File: src/rtl/fetch_queue_if.sv
// fetch_queue_if: PC, instruction-memory and decode-side signals of the fetch stage.
interface fetch_queue_if #(
  parameter int XLEN = 32
);
  logic [XLEN-1:0] pc_in;
  logic            pc_advance;
  logic            imem_req_valid;
  logic [XLEN-1:0] imem_req_addr;
  logic            imem_req_ready;
  logic            imem_rsp_valid;
  logic [XLEN-1:0] imem_rsp_data;
  logic            flush;
  logic            id_valid;
  logic            id_ready;
  logic [XLEN-1:0] id_pc;
  logic [XLEN-1:0] id_instr;
  logic [XLEN-1:0] id_pc_plus_4;
  modport master (
    input  pc_in, imem_req_ready, imem_rsp_valid, imem_rsp_data, flush, id_ready,
    output pc_advance, imem_req_valid, imem_req_addr, id_valid, id_pc, id_instr, id_pc_plus_4
  );
  modport slave (
    output pc_in, imem_req_ready, imem_rsp_valid, imem_rsp_data, flush, id_ready,
    input  pc_advance, imem_req_valid, imem_req_addr, id_valid, id_pc, id_instr, id_pc_plus_4
  );
endinterface

File: src/rtl/fetch_queue.sv
// fetch_queue: in-order instruction fetch with PC tagging, credit-limited issue and flush draining.
// Defining FETCH_PERF_CNT_EN adds perf_stall_cnt (cycles decode is starved while running).
module fetch_queue #(
  parameter int DEPTH = 2,
  parameter int XLEN  = 32
) (
  input logic clk,
  input logic reset,
  fetch_queue_if.master bus
`ifdef FETCH_PERF_CNT_EN
  ,
  output logic [31:0] perf_stall_cnt
`endif
);
  localparam int PW = $clog2(DEPTH);
  localparam int CW = PW + 1;
  typedef enum logic {RUN, DRAIN} state_t;
  state_t state, state_nxt;
  logic [XLEN-1:0] fifo_pc    [DEPTH];
  logic [XLEN-1:0] fifo_instr [DEPTH];
  logic [XLEN-1:0] tag_q      [DEPTH];
  logic [PW-1:0]   fifo_rd, fifo_wr, tag_rd, tag_wr;
  logic [CW-1:0]   fifo_cnt, outstanding, drop_cnt, inflight, drop_nxt;
  logic            credit, req, accept, rsp, keep, pop, id_valid;
  // Responses still owed by memory: live ones plus those already condemned by a flush.
  assign inflight = outstanding + drop_cnt;
  assign credit   = (outstanding + fifo_cnt) < CW'(DEPTH);
  assign rsp      = bus.imem_rsp_valid && inflight != '0;
  assign keep     = rsp && drop_cnt == '0 && !bus.flush;
  assign pop      = id_valid && bus.id_ready;
  assign drop_nxt = bus.flush ? inflight - CW'(rsp) : drop_cnt - CW'(rsp && drop_cnt != '0);
  always_ff @(posedge clk or negedge reset)
    if (!reset) state <= RUN;
    else state <= state_nxt;
  always_comb
    state_nxt = (state == RUN) ? ((bus.flush && drop_nxt != '0) ? DRAIN : RUN)
                               : ((drop_nxt == '0) ? RUN : DRAIN);
  always_comb begin
    id_valid           = fifo_cnt != '0;
    req                = reset && state == RUN && credit && !bus.flush;
    accept             = req && bus.imem_req_ready;
    bus.imem_req_valid = req;
    bus.pc_advance     = accept;
    bus.imem_req_addr  = bus.pc_in;
    bus.id_valid       = id_valid;
    bus.id_pc          = id_valid ? fifo_pc[fifo_rd] : '0;
    bus.id_instr       = id_valid ? fifo_instr[fifo_rd] : '0;
    bus.id_pc_plus_4   = id_valid ? fifo_pc[fifo_rd] + XLEN'(4) : '0;
  end
  always_ff @(posedge clk or negedge reset) begin
    if (!reset) begin
      fifo_rd     <= '0;
      fifo_wr     <= '0;
      fifo_cnt    <= '0;
      tag_rd      <= '0;
      tag_wr      <= '0;
      outstanding <= '0;
      drop_cnt    <= '0;
    end else if (bus.flush) begin
      fifo_rd     <= '0;
      fifo_wr     <= '0;
      fifo_cnt    <= '0;
      tag_rd      <= '0;
      tag_wr      <= '0;
      outstanding <= '0;
      drop_cnt    <= drop_nxt;
    end else begin
      fifo_rd     <= fifo_rd + PW'(pop);
      fifo_wr     <= fifo_wr + PW'(keep);
      fifo_cnt    <= fifo_cnt + CW'(keep) - CW'(pop);
      tag_rd      <= tag_rd + PW'(keep);
      tag_wr      <= tag_wr + PW'(accept);
      outstanding <= outstanding + CW'(accept) - CW'(keep);
      drop_cnt    <= drop_nxt;
    end
  end
  always_ff @(posedge clk) begin
    if (keep) begin
      fifo_pc[fifo_wr]    <= tag_q[tag_rd];
      fifo_instr[fifo_wr] <= bus.imem_rsp_data;
    end
    if (accept) tag_q[tag_wr] <= bus.pc_in;
  end
`ifdef FETCH_PERF_CNT_EN
  always_ff @(posedge clk or negedge reset)
    if (!reset) perf_stall_cnt <= '0;
    else if (state == RUN && bus.id_ready && !id_valid) perf_stall_cnt <= perf_stall_cnt + 32'd1;
`endif
endmodule

File: src/flat_wrapper.sv
// flat-port wrapper written by rule: the top's interface ports become plain ports
module fetch_queue_flat 
#(
  parameter int DEPTH = 2,
  parameter int XLEN  = 32
)
  (clk, reset, bus_pc_in, bus_imem_req_ready, bus_imem_rsp_valid, bus_imem_rsp_data, bus_flush, bus_id_ready, bus_pc_advance, bus_imem_req_valid, bus_imem_req_addr, bus_id_valid, bus_id_pc, bus_id_instr, bus_id_pc_plus_4);
  fetch_queue_if #(.XLEN(XLEN)) bus_i ();
  input logic clk;
  input logic reset;
  input wire logic [$bits(bus_i.pc_in)-1:0] bus_pc_in;
  input wire logic [$bits(bus_i.imem_req_ready)-1:0] bus_imem_req_ready;
  input wire logic [$bits(bus_i.imem_rsp_valid)-1:0] bus_imem_rsp_valid;
  input wire logic [$bits(bus_i.imem_rsp_data)-1:0] bus_imem_rsp_data;
  input wire logic [$bits(bus_i.flush)-1:0] bus_flush;
  input wire logic [$bits(bus_i.id_ready)-1:0] bus_id_ready;
  output wire logic [$bits(bus_i.pc_advance)-1:0] bus_pc_advance;
  output wire logic [$bits(bus_i.imem_req_valid)-1:0] bus_imem_req_valid;
  output wire logic [$bits(bus_i.imem_req_addr)-1:0] bus_imem_req_addr;
  output wire logic [$bits(bus_i.id_valid)-1:0] bus_id_valid;
  output wire logic [$bits(bus_i.id_pc)-1:0] bus_id_pc;
  output wire logic [$bits(bus_i.id_instr)-1:0] bus_id_instr;
  output wire logic [$bits(bus_i.id_pc_plus_4)-1:0] bus_id_pc_plus_4;
  assign bus_i.pc_in = bus_pc_in;
  assign bus_i.imem_req_ready = bus_imem_req_ready;
  assign bus_i.imem_rsp_valid = bus_imem_rsp_valid;
  assign bus_i.imem_rsp_data = bus_imem_rsp_data;
  assign bus_i.flush = bus_flush;
  assign bus_i.id_ready = bus_id_ready;
  assign bus_pc_advance = bus_i.pc_advance;
  assign bus_imem_req_valid = bus_i.imem_req_valid;
  assign bus_imem_req_addr = bus_i.imem_req_addr;
  assign bus_id_valid = bus_i.id_valid;
  assign bus_id_pc = bus_i.id_pc;
  assign bus_id_instr = bus_i.id_instr;
  assign bus_id_pc_plus_4 = bus_i.id_pc_plus_4;
  fetch_queue #(.DEPTH(DEPTH), .XLEN(XLEN)) u_core (.clk(clk), .reset(reset), .bus(bus_i));
endmodule
File: config.mk
export PLATFORM = sky130hd
export DESIGN_NAME = fetch_queue_flat
export DESIGN_NICKNAME = d
export VERILOG_FILES = /design/src/rtl/fetch_queue_if.sv /design/src/rtl/fetch_queue.sv /design/src/flat_wrapper.sv
export SDC_FILE = /design/constraint.sdc
export NUM_CORES = 1
export LEC_CHECK = 0
export CAP_MARGIN = 20
export CORE_MARGIN = 2
export CORE_UTILIZATION = 56
export CTS_BUF_LIST = sky130_fd_sc_hd__clkbuf_8
export DETAILED_ROUTE_END_ITERATION = 10
export GPL_ROUTABILITY_DRIVEN = 0
export GPL_TIMING_DRIVEN = 0
export PLACE_DENSITY = 0.95
export SLEW_MARGIN = 20
export SYNTH_ARGS = -nofsm -noshare
export SYNTH_HDL_FRONTEND = slang
export SYNTH_SLANG_ARGS = --single-unit
File: constraint.sdc
create_clock -name clk -period 11.5 [get_ports clk]
set_clock_uncertainty 0.15 [all_clocks]
set_input_delay 2.875 -clock clk [delete_from_list [all_inputs] [get_ports clk]]
set_output_delay 2.875 -clock clk [all_outputs]
set_load 0.01 [all_outputs]
==> results by group <==
STA
  – Final setup fails: 0
  – Fin crit share: 69.4%
  – Rel. slew slack: 24.7%
  – Setup TNS: 0 ns
  – RSZ-0062 raised after global routing: false
  – Slew @ Worst Pin: 1.13 ns
  – Slew Viols, Final: 0
  – Hold Vio Cnt, Final: 0
  – Max Fclk: 125 MHz
  – Post-route minimum period: 7.98 ns

Floorplanning
  – DIE AREA: 0.0170 sq mm
  – Initial Util: 56.8%
  – Number of I/O pins: 201
  – Die W: 130 um
  – Vert. Die Dim: 130 um
  – # rows: 46
  – Core box area: 0.0158 sq mm

Yosys
  – Post-synth EDFFs: 192
  – Post-synthesis sequential area ratio: 67.5%
  – Post-synthesis cell area: 0.00895 sq mm
  – Cells after synthesis: 612
  – Top_reg_cell synth: edfxtp_1
  – Share of flip-flops with an asynchronous set or reset: 5.42%
  – Syn_nets: 694
  – Mapped Avg Cell Area: 14.6 sq um
  – YS warnings: 0
  – Share of the synthesized area in the top cell type: 64.4%
  – Synth Register Bits: 203
  – Cell variety after synth: 43
  – Most numerous cell in the Yosys netlist: edfxtp_1
  – Dominant cell type by area after synthesis: edfxtp_1
  – Top post-synthesis cells by area: edfxtp_1 64%, mux2i_1 7.0%, mux2_2 4.7%
  – Most frequent cells after synthesis: 192 x edfxtp_1, 85 x nor2_1, 63 x mux2i_1

Setup path
  – Cell repeated most along the worst path: clkdlybuf4s50_1
  – Crit-path max cell delay: 0.80 ns
  – Buffers & Inverters on Critical Path: 2
  – CP required: 8.48 ns
  – Cell Chain, Critical Path: clkdlybuf4s50_1 > nor4b_1 > and2_1 > clkdlybuf4s50_1
  – Worst EP arrival: 4.96 ns
  – Critical path class: primary input to primary output
  – Crit-path slowest cell: clkdlybuf4s50_1
  – Critical Path Source Type: primary input
  – Max Fanout on Critical Path: 12
  – Top delay family on crit path: buffers and inverters
  – Worst setup EP type: primary output

Global routing
  – Met3 Use GR: 5.13%
  – Gr usage total: 26.2%
  – Initial antenna violation count: 0
  – GRT Residual Overflow: 0
  – Met1 usage: 33.3%
  – Vias in the first global route: 6282
  – GRT busiest layer: met2
  – Largest net degree at the start of global routing: 43
  – First-pass GRT wire length: 33.5 mm
  – Grt met2 use: 45.4%

Clock network
  – Hold Buf Count CTS: 0
  – CTS Buf Count: 31
  – Sink Count: 203
  – # H-tree levels: 1
  – Post-CTS Resized: 0
  – Maximum root-to-sink buffer count: 3
  – Clk pin slew, worst setup/hold paths: 0.06 ns
  – Setup bufs post-CTS: 0
  – CTS tree: built
  – Root buf cell: clkbuf_8
  – Clock Latency Late Sink: 0.53 ns

Run
  – Max-Cap Viols: 0

Finish
  – Antenna diode instance count: 0
  – Area growth, synth to finish: 33.1%
  – Non-filler instance count after layout: 1088
  – Final net count: 931
  – Post-route design area: 0.0119 sq mm
  – Share of layout cells above drive strength 1: 15.1%
  – Finished Core Util: 75.5%

Min path
  – Hold crit path type: register to register

Route
  – DRT iter0 DRCs: 581
  – Post-route ant nets: 0
  – DRC Markers: 0
  – Vias: 6186
  – Drt pass-1 iters: 5
  – Final WL: 22.7 mm
  – Routed len/inst: 20.8 um
  – Via density: 5.69

Power
  – Clk network pwr share: 21.1%
  – Sw frac: 34.7%
  – Sequential power share: 35.0%
  – Comb pwr share: 43.9%
  – Sw power: 0.889 mW
  – Power Dens Cells: 215 mW/mm^2
  – Peak supply drop: 0.126 mV
  – Leakage: 4.05 nW
  – P_int: 1.67 mW

Placement
  – Placed cell area: 0.0114 sq mm
  – Placed Cells: 1032
  – HPWL Detailed: 15.9 mm
  – Port Buffers: 200

Run status
  – Status: finished clean
[cells in the final DEF (no fill, tap or decap), drive strengths merged, types with 3 or more instances in the layout]
master         instances
nand2                 21
buf                   51
clkbuf                42
o31ai                  8
o31a                   3
nor4                   4
clkdlybuf4s50        200
mux2                  37
o21ai                 12
nand3                 10
inv                   20
nand4b                 8
nor2                  85
ha                    12
edfxtp               192
nand3b                 3
xnor2                 16
dfrtp                 11
clkinv                15
a22oi                  4
nand4                 11
nor3                   6
and2                  11
mux2i                 63
xor2                   9
[area by class of cell]
cell class | count | area (sq um)
Sequential cell | 203 | 6040
Fill cell | 945 | 3860
Multi-Input combinational cell | 340 | 2520
Timing Repair Buffer | 204 | 2100
Clock buffer | 31 | 427
Buffer | 58 | 380
Tap cell | 216 | 270
Clock inverter | 25 | 129
Inverter | 11 | 41.3
[power by group through the flow]
| stage | registers [mW] | clock network (mW) | logic, mW |
|---|---|---|---|
| after global placement | 0.910 | 0 | 1.07 |
| after detailed placement | 0.911 | 0 | 1.11 |
| after floorplan | 0.904 | 0 | 0.550 |
| after CTS | 0.896 | 0.546 | 1.12 |
| after global routing | 0.900 | 0.579 | 1.19 |
| final | 0.897 | 0.540 | 1.12 |
[flip-flops by register name, summed over array words and instances, names as in the netlist]
signal,count
u_core.state,1
u_core.fifo_cnt,2
u_core.fifo_wr,1
u_core.tag_q,64
u_core.tag_wr,1
u_core.fifo_rd,1
u_core.tag_rd,1
u_core.outstanding,2
u_core.drop_cnt,2
u_core.fifo_pc,64
u_core.fifo_instr,64
[metrics by stage]
step / setup WS, ns / total power [mW] / hold slack (ns)
after floorplan: 4.76 / 1.45 / 0.322
final: 3.52 / 2.56 / 0.412
after detailed placement: 3.54 / 2.02 / 0.392
after CTS: 3.54 / 2.56 / 0.407
after global routing: 3.30 / 2.67 / 0.408
after global placement: 3.63 / 1.98 / 0.366
[final timing paths]
check / from / endpoint / slack, ns / depth (start not counted)
min reg2reg: u_core.tag_q[1][9] / u_core.fifo_pc[0][9] / 0.41 / 1
max: reset / bus_pc_advance / 3.52 / 4
min: u_core.tag_q[1][9] / u_core.fifo_pc[0][9] / 0.41 / 1
min in group asynchronous: reset / u_core.outstanding[1] / 2.54 / 1
max in group asynchronous: reset / u_core.fifo_wr / 8.31 / 1
max reg2reg: u_core.drop_cnt[0] / u_core.fifo_pc[1][8] / 8.49 / 6
[per-layer routing]
| layer | vias up | part of all wire (%) |
|---|---|---|
| met5 | - | 0 |
| met4 | 0 | 2.9 |
| met3 | 62 | 10 |
| met2 | 435 | 49 |
| met1 | 2963 | 38 |
| li1 | 2726 | - |
[cell families (layout without fill, tap and decap cells)]
family          after synthesis  in the layout  share of synthesized area (%)
xor+xnor                     26             26                           2.71
mux                         100            100                           11.7
compound gates               37             37                           2.84
fa+ha+maj                    12             12                           1.68
buf+inv                      69            329                           4.71
flops                       203            203                           67.5
simple gates                165            165                           8.86
Note: power is estimated with default switching activity, not from simulation.
